File: config.mk
export PLATFORM = sky130hd
export DESIGN_NAME = vend_ctrl
export DESIGN_NICKNAME = d
export VERILOG_FILES = /design/src/rtl/vend_ctrl.sv
export SDC_FILE = /design/constraint.sdc
export NUM_CORES = 1
export LEC_CHECK = 0
export CAP_MARGIN = 30
export CORE_UTILIZATION = 28
export CTS_CLUSTER_DIAMETER = 80
export DETAILED_ROUTE_END_ITERATION = 7
export GPL_ROUTABILITY_DRIVEN = 0
export PLACE_DENSITY_LB_ADDON = 0.25
export SLEW_MARGIN = 20
export SYNTH_ARGS = -nofsm -noshare
export SYNTH_HDL_FRONTEND = slang
export SYNTH_SLANG_ARGS = --single-unit
File: constraint.sdc
create_clock -name clk -period 7.8 [get_ports clk]
set_input_delay 1.56 -clock clk [delete_from_list [all_inputs] [get_ports clk]]
set_output_delay 1.56 -clock clk [all_outputs]
set_load 0.005 [all_outputs]
File: src/rtl/vend_ctrl.sv
// vend_ctrl: coin-operated vending controller with serial change return.
// Optional cancel/refund path enabled by defining VEND_CANCEL_EN.
module vend_ctrl #(
    parameter int PRICE    = 3,
    parameter int CREDIT_W = 5,
    parameter int COIN0    = 1,
    parameter int COIN1    = 2,
    parameter int COIN2    = 5,
    parameter int COIN3    = 10
) (
    input  logic                clk,
    input  logic                reset,
    input  logic                coin_valid,
    input  logic [1:0]          coin_sel,
    input  logic                cancel,
    output logic                dispense,
    output logic                change_pulse,
    output logic                coin_reject,
    output logic                busy,
    output logic [CREDIT_W-1:0] credit
);
    typedef enum logic [1:0] {COLLECT, VEND, CHANGE} state_t;

    localparam int MAX01    = COIN0 > COIN1 ? COIN0 : COIN1;
    localparam int MAX23    = COIN2 > COIN3 ? COIN2 : COIN3;
    localparam int MAX_COIN = MAX01 > MAX23 ? MAX01 : MAX23;
    localparam logic [CREDIT_W:0] C0      = (CREDIT_W+1)'(COIN0);
    localparam logic [CREDIT_W:0] C1      = (CREDIT_W+1)'(COIN1);
    localparam logic [CREDIT_W:0] C2      = (CREDIT_W+1)'(COIN2);
    localparam logic [CREDIT_W:0] C3      = (CREDIT_W+1)'(COIN3);
    localparam logic [CREDIT_W:0] PRICE_W = (CREDIT_W+1)'(PRICE);

    if (PRICE - 1 + MAX_COIN > (1 << CREDIT_W) - 1) begin : g_credit_w_chk
        $error("vend_ctrl: CREDIT_W too narrow for PRICE-1+max(COINn)");
    end

    state_t              state_q, state_d;
    logic [CREDIT_W-1:0] credit_q, credit_d;
    logic                dispense_q, change_q, reject_q, busy_q, reject_d;
    logic [CREDIT_W:0]   coin_val, sum;
    logic                cancel_req;

`ifdef VEND_CANCEL_EN
    assign cancel_req = cancel;
`else
    logic unused_cancel;
    assign unused_cancel = cancel;
    assign cancel_req    = 1'b0;
`endif

    assign coin_val = coin_sel == 2'd0 ? C0 :
                      coin_sel == 2'd1 ? C1 :
                      coin_sel == 2'd2 ? C2 : C3;
    assign sum      = {1'b0, credit_q} + coin_val;

    always_comb begin
        state_d  = state_q;
        credit_d = credit_q;
        reject_d = 1'b0;
        case (state_q)
            COLLECT: begin
                // a simultaneous cancel always refuses the coin, even with no credit to refund
                reject_d = coin_valid && cancel_req;
                if (cancel_req && credit_q != '0) begin
                    state_d = CHANGE;
                end else if (coin_valid && !cancel_req) begin
                    state_d  = sum >= PRICE_W ? VEND : COLLECT;
                    credit_d = sum >= PRICE_W ? CREDIT_W'(sum - PRICE_W) : CREDIT_W'(sum);
                end
            end
            VEND: begin
                reject_d = coin_valid;
                state_d  = credit_q != '0 ? CHANGE : COLLECT;
            end
            CHANGE: begin
                reject_d = coin_valid;
                credit_d = credit_q - CREDIT_W'(1);
                state_d  = credit_q == CREDIT_W'(1) ? COLLECT : CHANGE;
            end
            default: state_d = COLLECT;
        endcase
    end

    always_ff @(posedge clk) begin
        if (reset) begin
            state_q    <= COLLECT;
            credit_q   <= '0;
            dispense_q <= 1'b0;
            change_q   <= 1'b0;
            reject_q   <= 1'b0;
            busy_q     <= 1'b0;
        end else begin
            state_q    <= state_d;
            credit_q   <= credit_d;
            dispense_q <= state_d == VEND;
            change_q   <= state_d == CHANGE;
            reject_q   <= reject_d;
            busy_q     <= state_d != COLLECT;
        end
    end

    assign dispense     = dispense_q;
    assign change_pulse = change_q;
    assign coin_reject  = reject_q;
    assign busy         = busy_q;
    assign credit       = credit_q;
endmodule

# After elaboration in Yosys (flattened, before gate mapping)

Cells that the tools add are included.

Register bits: 11
Input bits: 6
Output and inout port bits: 9
Logic and storage cells: 38

$add $sub $neg: 3
Magnitude comparators: 1
Equality and inequality tests: 8
Mux-type cells: 11
Bitwise operators: 1
Reduce and logical (&&, ||, !) cells: 8

Operators by type and width:

| operator                                                                            | number |
|---|---|
| 4-bit 2-to-1 mux                                                                    | 3 |
| 5-bit 2-to-1 mux                                                                    | 2 |
| 5-bit one-hot mux with 2 select lines                                               | 1 |
| 5-bit by 4-bit adder with 6-bit output                                              | 1 |
| 2-bit by 1-bit == test with 1-bit output, second input constant                     | 3 |
| 2-bit == test, second input constant                                                | 3 |
| 6-bit by 2-bit greater-or-equal comparator with 1-bit output, second input constant | 1 |
| 2-bit 2-to-1 mux                                                                    | 3 |
| 2-bit one-hot mux with 3 select lines                                               | 1 |
| 5-bit by 1-bit == test with 1-bit output, second input constant                     | 1 |
| 5-bit nonzero test                                                                  | 1 |
| 5-bit by 1-bit subtractor with 5-bit output, second input constant                  | 1 |
| 5-bit by 2-bit subtractor with 5-bit output, second input constant                  | 1 |
| 2-bit zero test                                                                     | 2 |
| 2-bit nonzero test                                                                  | 2 |
| 2-bit OR reduction                                                                  | 2 |
| 2-bit inequality test, second input constant                                        | 1 |
| 2-bit AND reduction                                                                 | 1 |
| 1-bit 2-to-1 mux                                                                    | 1 |
| 1-bit NOT                                                                           | 1 |

# Depth between registers and ports, before layout

Depth after elaboration: 10
Mapped depth: 11
Gate-level depth less buffers: 11

# Worst setup path before layout

OpenSTA, ideal clock, no wires.

Path kind: input-to-reg
From: input port coin_sel[0]
To: register busy_q (netlist: busy)
Library setup time: 0.116 ns
Arrival time: 3.734 ns
Required time: 7.684 ns
Slack: 3.950 ns
Stages: 11
Buffers on the path: 0
Cells stage by stage: inv_1 ha_1 inv_1 fa_1 inv_1 ha_1 or2_1 or4_1 nor2_1 a2111o_1 nand2_1

Word-level cells in the longest chain between the ends: 10
Elaborated cells on any way between the ends: 12
Those cells by class: add/sub (1); order compare (1); eq/ne (2); mux (6); reduce/logical (2)

Ends and longest elaborated chain:

| what                                                           | RTL line | source |
|---|---|---|
| from (decl)                                                    | 14       | `input logic [1:0] coin_sel,` |
| 2-bit == test                                                  | 53       | `coin_sel == 2'd2 ? C2 : C3;` |
| 4-bit 2-to-1 mux                                               | 53       |  |
| 4-bit 2-to-1 mux                                               | 52       | `coin_sel == 2'd1 ? C1 :` |
| 4-bit 2-to-1 mux *                                             | 51       | `assign coin_val = coin_sel == 2'd0 ? C0 :` |
| 5-bit by 4-bit adder with 6-bit output *                       | 54       | `assign sum = {1'b0, credit_q} + coin_val;` |
| 6-bit by 2-bit greater-or-equal comparator with 1-bit output * | 67       | `state_d = sum >= PRICE_W ? VEND : COLLECT;` |
| 1-bit 2-to-1 mux *                                             | 67       |  |
| 2-bit 2-to-1 mux *                                             | 66       | `end else if (coin_valid && !cancel_req) begin` |
| 2-bit one-hot mux with 3 select lines *                        | 60       | `case (state_q)` |
| 2-bit nonzero test *                                           | 98       | `busy_q <= state_d != COLLECT;` |
| to (signal assigned)                                           | 91       | `busy_q <= 1'b0;` |
| to (signal assigned)                                           | 98       |  |
| to (decl)                                                      | 39       | `logic dispense_q, change_q, reject_q, busy_q, reject_d;` |

Mark *: on every way between the ends. The rest lies on a longest branch, timed or not.
A chain may end at the register's enable or synchronous reset.

# Worst setup path in the final report

Same ends and word-level chain as after synthesis.

==> key figures <==
Yosys
  – Mean Syn Cell Area: 8.24 µm²
  – Syn Nets: 131
  – Cell taking the most area after synthesis: dfxtp_1
  – #FFs+latches synth: 11
  – Total number of yosys warnings: 0
  – Synthesized cell area: 931 µm²
  – Post-synth ARST share: 0%
  – Unique masters post-synth: 40
  – Synth Flop Type: dfxtp_1
  – Post-synth top area share: 23.7%
  – Sequential share of the synthesized area: 23.7%
  – Post-synth EDFFs: 0
  – Post-Synthesis Cells: 113
  – Synth top area cells: dfxtp_1, ha_1, a21oi_1
  – Commonest cells in the synthesized netlist: a21oi_1, inv_1, dfxtp_1, ha_1, nor2_1

Cells and area
  – Antenna Cells: 0
  – P&R area growth vs syn: 21.9%
  – Nets: 147
  – Final instance area: 1130 µm²
  – Ratio of cells with drive above 1 in the final layout: 5.47%
  – Layout Cells excl Fill: 172

Clocking
  – Clock buffer depth: 2
  – Clock root cell: clkbuf_4
  – CTS tree: built
  – Setup bufs post-CTS: 0
  – Clock latency on the worst-skew pair: 0.27 ns
  – CTS buffer count: 3
  – Clock-pin slew on the worst setup and hold paths: 0.07 ns
  – CTS-repair resized insts: 0
  – Clock Sinks: 11
  – Cts-stage hold buffer count: 0
  – # H-tree levels: 1

Pwr
  – Flop pwr share: 24.8%
  – Max VDD drop: 0.151 mV
  – Leakage power: 0.488 nW
  – Net Sw Power: 0.170 mW
  – Sw Share: 44.1%
  – Comb pwr share: 64.9%
  – Power per Cell Area: 339 nW/µm²
  – Pint: 0.215 mW
  – Clock network power share: 10.3%

Floorplan
  – Die ar.: 3560 µm²
  – Chip Width: 59.7 µm
  – Die height: 59.7 µm
  – Core ar.: 3100 µm²
  – Core Rows: 20
  – I/O pins: 15
  – Initial Utilization: 30.0%

Critical path
  – Setup crit end kind: flip-flop
  – Crit-path max FO: 5
  – Worst path required time: 7.96 ns
  – Reg-to-reg slack, setup: 4.85 ns
  – Kind of critical path: input port to flip-flop
  – Critical path launch point type: input port
  – Worst Path Arrival: 4.49 ns

Status
  – Status: finished clean

Place
  – Post-DP Area: 1110 µm²
  – HPWL Detailed: 1600 µm
  – DP Cell Count: 168
  – I/O Buffers: 13

Drt
  – DR vias: 862
  – Post-route ant nets: 0
  – TritonRoute pass-1 iters: 4
  – WL/cell: 12.1 µm
  – DRC viols: 0
  – DR iter-0 viols: 20
  – Drt total wl: 2090 µm
  – Drt via density: 5.01

Timing
  – Fmax: 231 MHz
  – Setup tns final: 0 ns
  – Final setup viols: 0
  – Final worst-path cycle share: 55.5%
  – Skew final: 0.000215 ns
  – Final Critical Period: 4.33 ns
  – Slew Limit Fails: 0
  – RSZ-0062 raised after global routing: false
  – Slew @ Worst Pin: 0.601 ns
  – Final hold vios: 0
  – Slew HR: 58.8%

Run
  – Max-cap viol count: 0

GRT
  – Vias in the first global route: 865
  – Largest net degree at the start of global routing: 17
  – First-pass GRT wire length: 3640 µm
  – Initial antenna violation count: 0
  – GRT Residual Overflow: 0
  – Global-route usage over all layers: 13.4%

Hold path
  – Hold crit path type: flip-flop to flip-flop
[cell families (layout without fill, tap and decap cells)]
logic type | Yosys count | in the layout | synth area share (%)
fa+ha+maj | 12 | 12 | 16.9
simple gates | 35 | 35 | 21.4
compound gates | 34 | 34 | 24.5
buf+inv | 15 | 30 | 6.05
flops | 11 | 11 | 23.7
mux | 2 | 2 | 2.28
xor+xnor | 4 | 4 | 5.24
[cell usage in the layout (no fill, tap or decap), drive strengths merged, types with 2 or more instances in the layout]
cell,Yosys,final
a211oi,4,4
a21o,2,2
a21oi,13,13
a31oi,2,2
and3,2,2
clkbuf,2,4
clkdlybuf4s50,0,13
dfxtp,11,11
ha,11,11
inv,13,13
nand2,5,5
nand2b,3,3
nand3,2,2
nor2,6,6
nor2b,2,2
nor3,5,5
o21ai,4,4
o41ai,2,2
or3,2,2
or4,2,2
xor2,2,2
[flip-flops by register name (all words and copies together) (netlist names)]
signal / count
coin_reject: 1
credit: 5
busy: 1
dispense: 1
change_pulse: 1
state_q: 2
[power by group through the flow]
stage          logic, mW  clock network, mW  registers, mW
4_1_cts            0.251             0.0407         0.0962
3_5_place_dp       0.249                  0         0.0975
2_1_floorplan      0.179                  0         0.0940
5_1_grt            0.285             0.0422         0.0993
6_report           0.250             0.0395         0.0957
3_3_place_gp       0.245                  0         0.0970
[final timing paths]
kind | depth (start not counted) | to | start
max | 12 | busy | coin_sel[0]
min | 2 | credit[3] | credit[3]
max reg2reg | 10 | busy | credit[0]
min reg2reg | 2 | credit[3] | credit[3]
[critical path: stages]
cell and delay, ns:
clkdlybuf4s50_1 0.46, inv_1 0.12, ha_1 0.19, inv_1 0.06, fa_1 0.50, inv_1 0.06, ha_1 0.26, or2_1 0.27
or4_1 0.47, nor2_1 0.25, a2111o_1 0.22, nand2_1 0.07
[final cells by class]
| class | instances | area, µm² |
|---|---|---|
| timing repair buffer | 13 | 130 |
| clock buffer | 4 | 26.3 |
| tap | 44 | 55.1 |
| fill | 352 | 1970 |
| sequential | 11 | 220 |
| multi-input combinational | 87 | 654 |
| inverter | 13 | 48.8 |
[through the flow]
step / setup slack [ns] / total power [mW] / util, % / hold WS [ns]
after global placement: 3.21 / 0.342 / 35.7 / 0.584
after CTS: 3.45 / 0.388 / 36.6 / 0.595
after global routing: 3.24 / 0.426 / 36.6 / 0.634
after floorplan: 3.95 / 0.273 / - / 0.551
after detailed placement: 3.19 / 0.346 / 35.7 / 0.584
final: 3.47 / 0.385 / 36.6 / 0.590
[metal layers]
| layer | up-vias | GRT usage, % | wire length, µm |
|---|---|---|---|
| met5 | - | 0 | 0 |
| met4 | 0 | 4.98 | 13 |
| met3 | 2 | 1.52 | 87 |
| met2 | 20 | 24.1 | 1020 |
| met1 | 399 | 16.2 | 962 |
| li1 | 441 | - | - |
(Power assumes the default switching activity.)
